[config.mk]
export PLATFORM = sky130hd
export DESIGN_NAME = bp_me_cache_pkt_arbiter
export DESIGN_NICKNAME = d
export VERILOG_FILES = /design/src/rtl/bp_me_cache_pkt_arbiter_pkg.sv /design/src/rtl/bp_me_cache_arb_id_fifo.sv /design/src/rtl/bp_me_cache_pkt_arbiter.sv
export SDC_FILE = /design/constraint.sdc
export NUM_CORES = 1
export LEC_CHECK = 0
export ABC_AREA = 1
export CAP_MARGIN = 25
export CORE_AREA = 5 5 183 185
export DETAILED_ROUTE_END_ITERATION = 6
export DIE_AREA = 0 0 188 190
export GPL_ROUTABILITY_DRIVEN = 0
export HOLD_SLACK_MARGIN = 0.03
export PLACE_DENSITY = 0.52
export REMOVE_ABC_BUFFERS = 1
export SYNTH_ARGS = -nofsm -noshare
export SYNTH_HDL_FRONTEND = slang
export SYNTH_SLANG_ARGS = --single-unit
[constraint.sdc]
create_clock -name clk_i -period 2.4 [get_ports clk_i]
set_input_delay 0.48 -clock clk_i [delete_from_list [all_inputs] [get_ports clk_i]]
set_output_delay 0.48 -clock clk_i [all_outputs]
set_load 0.02 [all_outputs]
[src/rtl/bp_me_cache_pkt_arbiter_pkg.sv]
// Shared types and width helpers for the cache packet arbiter.
package bp_me_cache_pkt_arbiter_pkg;

   localparam int unsigned cache_opcode_width_lp = 6;

   typedef enum logic {e_arb_free, e_arb_locked} bp_me_cache_arb_state_e;

   function automatic int unsigned arb_id_width(input int unsigned num_req);
      return (num_req <= 1) ? 1 : $clog2(num_req);
   endfunction

   // Matches bsg_cache_pkt layout: {opcode, addr, data, byte mask}
   function automatic int unsigned cache_pkt_width(input int unsigned caddr_width,
                                                   input int unsigned data_width);
      return cache_opcode_width_lp + caddr_width + data_width + data_width / 8;
   endfunction

endpackage

[src/rtl/bp_me_cache_arb_id_fifo.sv]
// In-order requester ID FIFO with asynchronous active-low reset.
module bp_me_cache_arb_id_fifo #(
   parameter int unsigned width_p = 1,
   parameter int unsigned els_p   = 4
) (
   input  logic               clk_i,
   input  logic               reset_n_i,
   input  logic [width_p-1:0] data_i,
   input  logic               v_i,
   input  logic               yumi_i,
   output logic               full_o,
   output logic               v_o,
   output logic [width_p-1:0] data_o
);

   localparam int unsigned ptr_width_lp = (els_p <= 1) ? 1 : $clog2(els_p);
   localparam int unsigned cnt_width_lp = $clog2(els_p + 1);

   logic [width_p-1:0]      mem_r [els_p];
   logic [ptr_width_lp-1:0] wptr_r, rptr_r;
   logic [cnt_width_lp-1:0] cnt_r;
   logic                    push, pop;

   assign full_o = (cnt_r == cnt_width_lp'(els_p));
   assign v_o    = (cnt_r != '0);
   assign data_o = mem_r[rptr_r];
   assign push   = v_i & ~full_o;
   assign pop    = yumi_i & v_o;

   function automatic logic [ptr_width_lp-1:0] ptr_inc(input logic [ptr_width_lp-1:0] p);
      return (p == ptr_width_lp'(els_p - 1)) ? '0 : p + 1'b1;
   endfunction

   always_ff @(posedge clk_i or negedge reset_n_i) begin
      if (!reset_n_i) begin
         wptr_r <= '0;
         rptr_r <= '0;
         cnt_r  <= '0;
      end else begin
         if (push) wptr_r <= ptr_inc(wptr_r);
         if (pop)  rptr_r <= ptr_inc(rptr_r);
         cnt_r <= cnt_r + cnt_width_lp'(push) - cnt_width_lp'(pop);
      end
   end

   always_ff @(posedge clk_i) begin
      if (push) mem_r[wptr_r] <= data_i;
   end

endmodule

[src/rtl/bp_me_cache_pkt_arbiter.sv]
// Round-robin arbiter sharing one bsg_cache among several packet requesters,
// with per-packet lock and in-order response steering.
module bp_me_cache_pkt_arbiter
   import bp_me_cache_pkt_arbiter_pkg::*;
#(
   parameter int unsigned caddr_width_p   = 32,
   parameter int unsigned l2_data_width_p = 64,
   parameter int unsigned num_req_p       = 2,
   parameter int unsigned id_fifo_els_p   = 4,
   localparam int unsigned pkt_width_lp   = cache_pkt_width(caddr_width_p, l2_data_width_p)
) (
   input  logic                              clk_i,
   input  logic                              reset_n_i,
   input  logic [num_req_p*pkt_width_lp-1:0] req_pkt_i,
   input  logic [num_req_p-1:0]              req_v_i,
   input  logic [num_req_p-1:0]              req_lock_i,
   output logic [num_req_p-1:0]              req_ready_and_o,
   output logic [l2_data_width_p-1:0]        resp_data_o,
   output logic [num_req_p-1:0]              resp_v_o,
   input  logic [num_req_p-1:0]              resp_yumi_i,
   output logic [pkt_width_lp-1:0]           cache_pkt_o,
   output logic                              v_o,
   input  logic                              ready_i,
   input  logic [l2_data_width_p-1:0]        data_i,
   input  logic                              v_i,
   output logic                              yumi_o
);

   localparam int unsigned id_width_lp = arb_id_width(num_req_p);

   bp_me_cache_arb_state_e  state_r, state_n;
   logic [id_width_lp-1:0]  rr_r, rr_n, owner_r, owner_n;
   logic [id_width_lp-1:0]  grant_id, cand, head_id;
   logic                    grant_v, issue_ok, hs;
   logic                    fifo_full, fifo_v;
   logic [pkt_width_lp-1:0] pkt_a [num_req_p];

   always_comb begin
      for (int unsigned i = 0; i < num_req_p; i++)
         pkt_a[i] = req_pkt_i[i*pkt_width_lp +: pkt_width_lp];
   end

   always_comb begin
      grant_v  = 1'b0;
      grant_id = '0;
      cand     = '0;
      if (state_r == e_arb_locked) begin
         grant_v  = req_v_i[owner_r];
         grant_id = owner_r;
      end else begin
         for (int unsigned i = 0; i < num_req_p; i++) begin
            cand = id_width_lp'((32'(rr_r) + i) % num_req_p);
            if (!grant_v && req_v_i[cand]) begin
               grant_v  = 1'b1;
               grant_id = cand;
            end
         end
      end
   end

   // Reset gating keeps issue outputs quiet while reset_n_i is low, even mid-cycle
   assign issue_ok    = reset_n_i & grant_v & ~fifo_full;
   assign v_o         = issue_ok;
   assign hs          = issue_ok & ready_i;
   assign cache_pkt_o = grant_v ? pkt_a[grant_id] : '0;

   always_comb begin
      req_ready_and_o = '0;
      for (int unsigned i = 0; i < num_req_p; i++)
         req_ready_and_o[i] = hs & (grant_id == id_width_lp'(i));
   end

   always_ff @(posedge clk_i or negedge reset_n_i) begin
      if (!reset_n_i) begin
         state_r <= e_arb_free;
         rr_r    <= '0;
         owner_r <= '0;
      end else begin
         state_r <= state_n;
         rr_r    <= rr_n;
         owner_r <= owner_n;
      end
   end

   always_comb begin
      state_n = state_r;
      rr_n    = rr_r;
      owner_n = owner_r;
      if (hs) begin
         rr_n = (grant_id == id_width_lp'(num_req_p - 1)) ? '0 : grant_id + 1'b1;
         if (req_lock_i[grant_id]) begin
            state_n = e_arb_locked;
            owner_n = grant_id;
         end else begin
            state_n = e_arb_free;
         end
      end
   end

   bp_me_cache_arb_id_fifo #(
      .width_p (id_width_lp),
      .els_p   (id_fifo_els_p)
   ) id_fifo (
      .clk_i     (clk_i),
      .reset_n_i (reset_n_i),
      .data_i    (grant_id),
      .v_i       (hs),
      .yumi_i    (yumi_o),
      .full_o    (fifo_full),
      .v_o       (fifo_v),
      .data_o    (head_id)
   );

   always_comb begin
      resp_v_o = '0;
      for (int unsigned i = 0; i < num_req_p; i++)
         resp_v_o[i] = v_i & fifo_v & (head_id == id_width_lp'(i));
   end

   assign resp_data_o = data_i;
   assign yumi_o      = |(resp_v_o & resp_yumi_i);

   resp_without_pending_a: assert property (@(posedge clk_i) disable iff (!reset_n_i)
      !(v_i && !fifo_v));
   yumi_without_valid_a: assert property (@(posedge clk_i) disable iff (!reset_n_i)
      (resp_yumi_i & ~resp_v_o) == '0);

endmodule

==> metrics.md, run 1 <==
| Metric | Value |
|---|---|
| Overall Global Routing Usage | 12.4% |
| Hold Fails Final Rpt | 0 |
| Pleak | 3.00 nW |
| FP Rows | 66 |
| Outcome | completed |
| Pin count of the biggest net entering global routing | 30 |
| DR WL met2 | 10200 µm |
| Setup TNS | 0 ns |
| Switching power | 3.54 mW |
| Min cycle time layout | 2.31 ns |
| Max Fclk | 0.432 GHz |
| Rel. slew slack | 81.8% |
| Arrival time worst endpoint | 1.83 ns |
| Die area | 35700 µm² |
| Vias in the first global route | 4951 |
| TritonRoute pass-1 iters | 4 |
| R2R Setup Slk | 0.12 ns |
| Commonest non-fill, non-tap cell in the layout | clkdlybuf4s50_1 |
| Hold Path End | id_fifo.cnt_r[2] |
| Skew final | 0.00126 ns |
| Maximum vdd drop | 0.000386 V |
| Gate power share | 88.4% |
| Warnings from Yosys | 0 |
| Initial antenna violation count | 1 |
| Worst r2r src | owner_r |
| CTS tree | yes |
| Core ar. | 31900 µm² |
| Area growth, synth to finish | 125% |
| # nets final | 1139 |
| Post-DP HPWL | 19300 µm |
| Final WL | 24100 µm |
| # fillers | 3629 |
| Detail Route Antenna Nets | 0 |
| Max clock buf depth | 2 |
| Clock latency on the worst-skew pair | 0.24 ns |
| Tightest Pin Transition | 0.270 ns |
| RSZ-0062 raised after global routing | yes |
| Worst R2R End | id_fifo.cnt_r[2] |
| H-tree depth | 1 |
| Clk slew on worst S/H paths | 0.05 ns |
| Worst Hold Depth | 1 |
| Design Power | 6.58 mW |
| M1 wire length | 9770 µm |
| Highest Signal Layer | met5 |
| Met3 wire len | 3680 µm |
| # DRC | 0 |
| Setup-failing EPs final | 0 |
| Hold path startpoint | id_fifo.cnt_r[1] |
| Sequential share of the synthesized area | 12.5% |
| Num CTS Buffers | 3 |
| Slew Viols, Final | 0 |
| Via density | 3.73 |
| Starting Density | 9.29% |
| Clock power share | 4.8% |
| Most frequent cells in the layout | 227 x clkdlybuf4s50_1, 224 x nor2_1, 77 x buf_2, 74 x o21ai_0, 32 x o21ai_1 |
| First-pass GRT wire length | 32800 µm |
| Hold-fix buffers, CTS | 0 |
| Cell variety after synth | 24 |
| Mapped cell area | 2960 µm² |
| Reg2Reg Depth | 13 |
| Die height | 190 µm |
| GR Overflow Total | 0 |
| Post-Syn Instances | 538 |
| Kind of critical path | in -> out |
| Pint | 3.03 mW |
| Avg WL per Cell | 19.4 µm |
| Antenna diodes | 0 |
| CP max FO | 19 |
| Switching Share | 53.9% |
| FF+latch count, synth | 14 |
| WP data required | 1.92 ns |
| Hold WC Path Type | reg -> reg |
| Port bufs | 345 |
| Syn Area/Cell | 5.50 µm² |
| Worst setup EP type | primary output |
| Max cap viols | 0 |
| Share of layout cells above drive strength 1 | 22.4% |
| Sink Count | 14 |
| Power per cell area | 989 nW/µm² |
| Vias | 4643 |
| Io pins | 474 |
| Seq pwr share | 6.8% |
| Die X | 188 µm |
| Initial DRC count | 100 |
| Startpoint Class | input pin |
| Tcrit/Tclk final | 96.4% |
| Clock root buffer | clkbuf_16 |
[final cells by class]
type	instances	area, µm²	share of cell area [%]
multi-input cells	401	1870	28.1
well taps	408	510	7.68
inverters	22	95.1	1.43
repair buffers	395	3720	56.0
clock inverters	1	3.75	0.0565
clock buffers	3	75.1	1.13
flip-flops and latches	14	373	5.61
[flip-flops by register name, summed over array words and instances, names as in the netlist]
signal          flops
owner_r             1
id_fifo.rptr_r      2
rr_r                1
id_fifo.cnt_r       3
state_r             1
id_fifo.wptr_r      2
id_fifo.mem_r       4
[logic make-up after synthesis]
| logic type | after synthesis | synth area share, % |
|---|---|---|
| fa+ha+maj | 8 | 3.63 |
| flops | 14 | 12.5 |
| buf+inv | 123 | 27.6 |
| simple gates | 276 | 36.0 |
| xor+xnor | 2 | 0.592 |
| compound gates | 115 | 19.6 |
[worst max path at each step]
| stage | start | to | depth (start not counted) |
|---|---|---|---|
| detailed placement | req_v_i[0] | cache_pkt_o[90] | 9 |
| global placement | req_v_i[1] | cache_pkt_o[45] | 10 |
| floorplan | req_v_i[0] | id_fifo.cnt_r[2] | 8 |
| global route | owner_r | id_fifo.cnt_r[2] | 13 |
| finish | req_v_i[0] | cache_pkt_o[32] | 9 |
| CTS | req_v_i[1] | cache_pkt_o[2] | 10 |
[cell usage after synthesis]
cell / count / area, µm²
a21boi_1: 2 / 15.0
a21oi_1: 1 / 5.00
buf_2: 13 / 65.1
buf_4: 66 / 495
buf_6: 10 / 113
buf_8: 1 / 15.0
clkbuf_1: 6 / 22.5
clkbuf_2: 5 / 25.0
dfrtp_1: 10 / 250
edfxtp_1: 4 / 120
fa_1: 1 / 20.0
ha_1: 7 / 87.6
inv_1: 20 / 75.1
inv_2: 2 / 7.51
nand2_1: 33 / 124
nand2_2: 2 / 12.5
nand2_4: 1 / 11.3
nand3_1: 9 / 45.0
nor2_1: 230 / 863
nor2_4: 1 / 11.3
o21ai_0: 102 / 510
o21ai_1: 10 / 50.1
xnor2_1: 1 / 8.76
xor2_1: 1 / 8.76
[metal layers]
| layer | GRT usage (%) | vias to the layer above |
|---|---|---|
| met5 | 6.18 | - |
| met4 | 1.44 | 6 |
| met3 | 9.03 | 20 |
| met2 | 18.4 | 304 |
| met1 | 14.3 | 2082 |
| li1 | - | 2231 |
[metrics by stage]
step | setup WS [ns] | hold WS, ns | area (µm²) | instances | util, %
detailed placement | -0.682 | 0.500 | 6560 | 1223 | 20.6
finish | 0.0858 | 0.504 | 6650 | 1244 | 20.9
global placement | -0.675 | 0.488 | 6560 | 1223 | 20.6
CTS | 0.0000187 | 0.508 | 6740 | 1242 | 21.1
floorplan | -1.06 | 0.184 | 2230 | 437 | -
global route | -0.0222 | 0.534 | 6650 | 1244 | 20.9
[timing repair]
item / in CTS / in global routing
gates cloned: 6 / 2
resized for setup: 383 / 108
endpoints found under the setup margin: 117 / 102
pin swaps: 9 / 7
buffers inserted: 10 / 0
[worst max-delay path, cell delays in order]
cell and delay, ns:
dlygate4sd2_1 0.22, nand2_1 0.07, nand2_2 0.12, nand2_8 0.13, inv_12 0.12, bufbuf_16 0.30
nor2_1 0.05, nor2_1 0.12, buf_2 0.19
[power groups by stage]
stage	combinational [mW]	sequential (mW)	clock, mW
after detailed placement	5.73	0.434	0
after global routing	6.33	0.460	0.338
final	5.82	0.445	0.315
after floorplan	2.61	0.417	0
after global placement	5.71	0.435	0
after CTS	5.86	0.435	0.328
Power figures use the tool's default switching activity.
==> run 2, diff against run 1 <==
Settings changed: CTS_CLUSTER_SIZE set to 30.
==> results of run 2 <==
Same layout as run 1: the final DEF is identical, and so are final timing and power.
==> run 3, diff against run 2 <==
==> constraint.sdc (replaced) <==
create_clock -name clk_i -period 2.4 [get_ports clk_i]
set_input_delay 0.24 -clock clk_i [delete_from_list [all_inputs] [get_ports clk_i]]
set_output_delay 0.24 -clock clk_i [all_outputs]
set_load 0.02 [all_outputs]
==> metrics.md, run 3 (synthesis gave the netlist of run 1 again) <==
| Metric | Value |
|---|---|
| Outcome | completed |
| Power per cell area | 893 nW/µm² (-9.7%) |
| Worst setup EP type | primary output |
| Num CTS Buffers | 3 (unchanged) |
| CP dominant cell by count | nor2_1 |
| Core ar. | 31900 µm² (unchanged) |
| Max cap viols | 0 (unchanged) |
| Die area | 35700 µm² (unchanged) |
| Via density | 3.61 (-3.2%) |
| RSZ-0062 raised after global routing | yes |
| Slew Viols, Final | 0 (unchanged) |
| Critical path capture point | cache_pkt_o[90] |
| R2R Setup Slk | 0.15 ns (+0.03 ns) |
| WHS | 0.326 ns (-0.178 ns) |
| Initial antenna violation count | 1 (unchanged) |
| Tightest Pin Transition | 0.312 ns (+0.0424 ns) |
| Hold Fails Final Rpt | 0 (unchanged) |
| Worst R2R End | id_fifo.cnt_r[2] |
| Initial DRC count | 177 (+77%) |
| Vias | 4428 (-4.6%) |
| Die X | 188 µm (unchanged) |
| Setup TNS | 0 ns (unchanged) |
| Arrival time worst endpoint | 2.04 ns (+0.21 ns) |
| Io pins | 474 (unchanged) |
| Largest Register | id_fifo.mem_r |
| Setup WS post-layout | 0.120 ns (+0.0340 ns) |
| Min cycle time layout | 2.28 ns (-0.0340 ns) |
| Switching power | 3.21 mW (-9.4%) |
| Worst slack, placed | -0.165 ns (+0.517 ns) |
| Hold WC Path Type | in -> async |
| Max clock buf depth | 2 (unchanged) |
| CP max FO | 50 (+31) |
| Vias in the first global route | 4685 (-5.4%) |
| Max Fclk | 0.439 GHz (+1.5%) |
| GR Overflow Total | 0 (unchanged) |
| Commonest non-fill, non-tap cell in the layout | clkdlybuf4s50_1 |
| Gate power share | 87.0% (-1.4 points) |
| Startpoint Class | input pin |
| Reg2Reg Depth | 12 (-1) |
| Sink Count | 14 (unchanged) |
| Tcrit/Tclk final | 95.0% (-1.4 points) |
| Design Power | 5.81 mW (-12%) |
| Starting Density | 9.29% (unchanged) |
| Final core occ | 20.4% (-0.46 points) |
| FP Rows | 66 (unchanged) |
| Clk slew on worst S/H paths | 0.05 ns (about the same) |
| Clock latency on the worst-skew pair | 0.24 ns (about the same) |
| Pint | 2.59 mW (-14%) |
| Overall Global Routing Usage | 11.5% (-0.83 points) |
| Skew final | 0.00143 ns (+0.000169 ns) |
| Setup-failing EPs final | 0 (unchanged) |
| Share of layout cells above drive strength 1 | 5.63% (-17 points) |
| Worst r2r src | id_fifo.rptr_r[0] |
| Placed Area | 6530 µm² (-0.42%) |
| TritonRoute pass-1 iters | 4 (unchanged) |
| Pin count of the biggest net entering global routing | 51 (+70%) |
| # DRC | 0 (unchanged) |
| Clock power share | 5.5% (+0.7 points) |
| Kind of critical path | in -> out |
| Antenna diodes | 0 (unchanged) |
| Most frequent cells in the layout | 233 x clkdlybuf4s50_1, 229 x nor2_1, 105 x dlygate4sd2_1, 102 x o21ai_0, 32 x nand2_1 |
| Worst Setup SP | req_v_i[0] |
| WP data required | 2.16 ns (+0.24 ns) |
| Seq pwr share | 7.5% (+0.7 points) |
| Critical-path cell list | clkdlybuf4s50_1 -> nand2_1 -> nand2_2 -> nand2_8 -> inv_4 -> buf_16 -> nor2_1 -> nor2_1 -> dlygate4sd2_1 |
| Crit path largest cell delay | 0.47 ns (+0.17 ns) |
| Post-DP HPWL | 19300 µm (about the same) |
| Final Instance Count excl. Fillers | 1225 (-1.5%) |
| Switching Share | 55.3% (+1.4 points) |
| Final WL | 22300 µm (-7.7%) |
| H-tree depth | 1 (unchanged) |
| Pleak | 2.96 nW (-1.3%) |
| Avg WL per Cell | 18.2 µm (-6.3%) |
| Slowest cell on crit path | clkdlybuf4s50_1 |
| # nets final | 1120 (-1.7%) |
| Detail Route Antenna Nets | 0 (unchanged) |
| Largest register FFs | 4 (unchanged) |
| Port bufs | 345 (unchanged) |
| Final instance area | 6500 µm² (-2.2%) |
| Die height | 190 µm (unchanged) |
| First-pass GRT wire length | 31000 µm (-5.5%) |
| Inst Count DP | 1221 (-0.16%) |
| Rel. slew slack | 79.0% (-2.9 points) |
| Clock root buffer | clkbuf_16 |
| Area growth, synth to finish | 120% |
| Regs by FF count | id_fifo.mem_r x4, id_fifo.cnt_r x3 |
| Maximum vdd drop | 0.000333 V (-14%) |
| CTS tree | yes |
-- run 3: cell types whose count changed in the layout (fill, tap and decap cells not counted), moves of 6 or more --
| cell | change |
|---|---|
| o21ai_0 | +28 |
| clkdlybuf4s50_1 | +6 |
| dlygate4sd2_1 | +98 |
| buf_2 | -77 |
| o21ai_1 | -22 |
| clkbuf_2 | -16 |
| o21ai_2 | -6 |
-- run 3: worst min-delay path by stage --
stage                             end  slack (ns)  startpoint
floorplan            id_fifo.cnt_r[0]       -0.06   reset_n_i
global placement      resp_data_o[14]        0.48  data_i[14]
detailed placement    resp_data_o[14]        0.48  data_i[14]
CTS                 id_fifo.rptr_r[0]        0.34   reset_n_i
global route         id_fifo.cnt_r[1]        0.37   reset_n_i
finish               id_fifo.cnt_r[2]        0.33   reset_n_i
-- run 3: final cells by class --
type	instances	area, µm²
Sequential cell	14	372
Clock buffer	4	78.8
Timing Repair Buffer	376	3660
Tap cell	408	510
Inverter	22	85.1
Multi-Input combinational cell	401	1790
Fill cell	3670	25400
-- run 3: what timing repair did --
| action | CTS | global route |
|---|---|---|
| cloned | 0 | 0 |
| pin swaps | 0 | 0 |
| hold buffers | 0 | 0 |
| gates resized for setup | 110 | 10 |
| endpoints found under the setup margin | 107 | 12 |
| buffers inserted | 0 | 0 |
-- run 3: critical path: cells and delay by family --
kind                   cells  cell delay (ns)
and+or+nand+nor            5             0.57
buffers and inverters      4             1.19
-- run 3: metal layers --
metal | routed length, µm | global-route usage, % | part of all wire [%] | vias up
li1 | - | - | - | 2188
met5 | 7 | 2.75 | 0.031 | -
met1 | 9330 | 13.9 | 42 | 1959
met3 | 3550 | 9.17 | 16 | 16
met4 | 152 | 0.960 | 0.68 | 2
met2 | 9220 | 16.5 | 41 | 263
-- run 3: power by group through the flow --
| stage | combinational, mW | clock (mW) | sequential (mW) |
|---|---|---|---|
| finish | 5.05 | 0.321 | 0.435 |
| detailed placement | 5.67 | 0 | 0.438 |
| global placement | 5.67 | 0 | 0.436 |
| global route | 5.55 | 0.343 | 0.455 |
| floorplan | 2.61 | 0 | 0.417 |
| CTS | 5.15 | 0.329 | 0.435 |
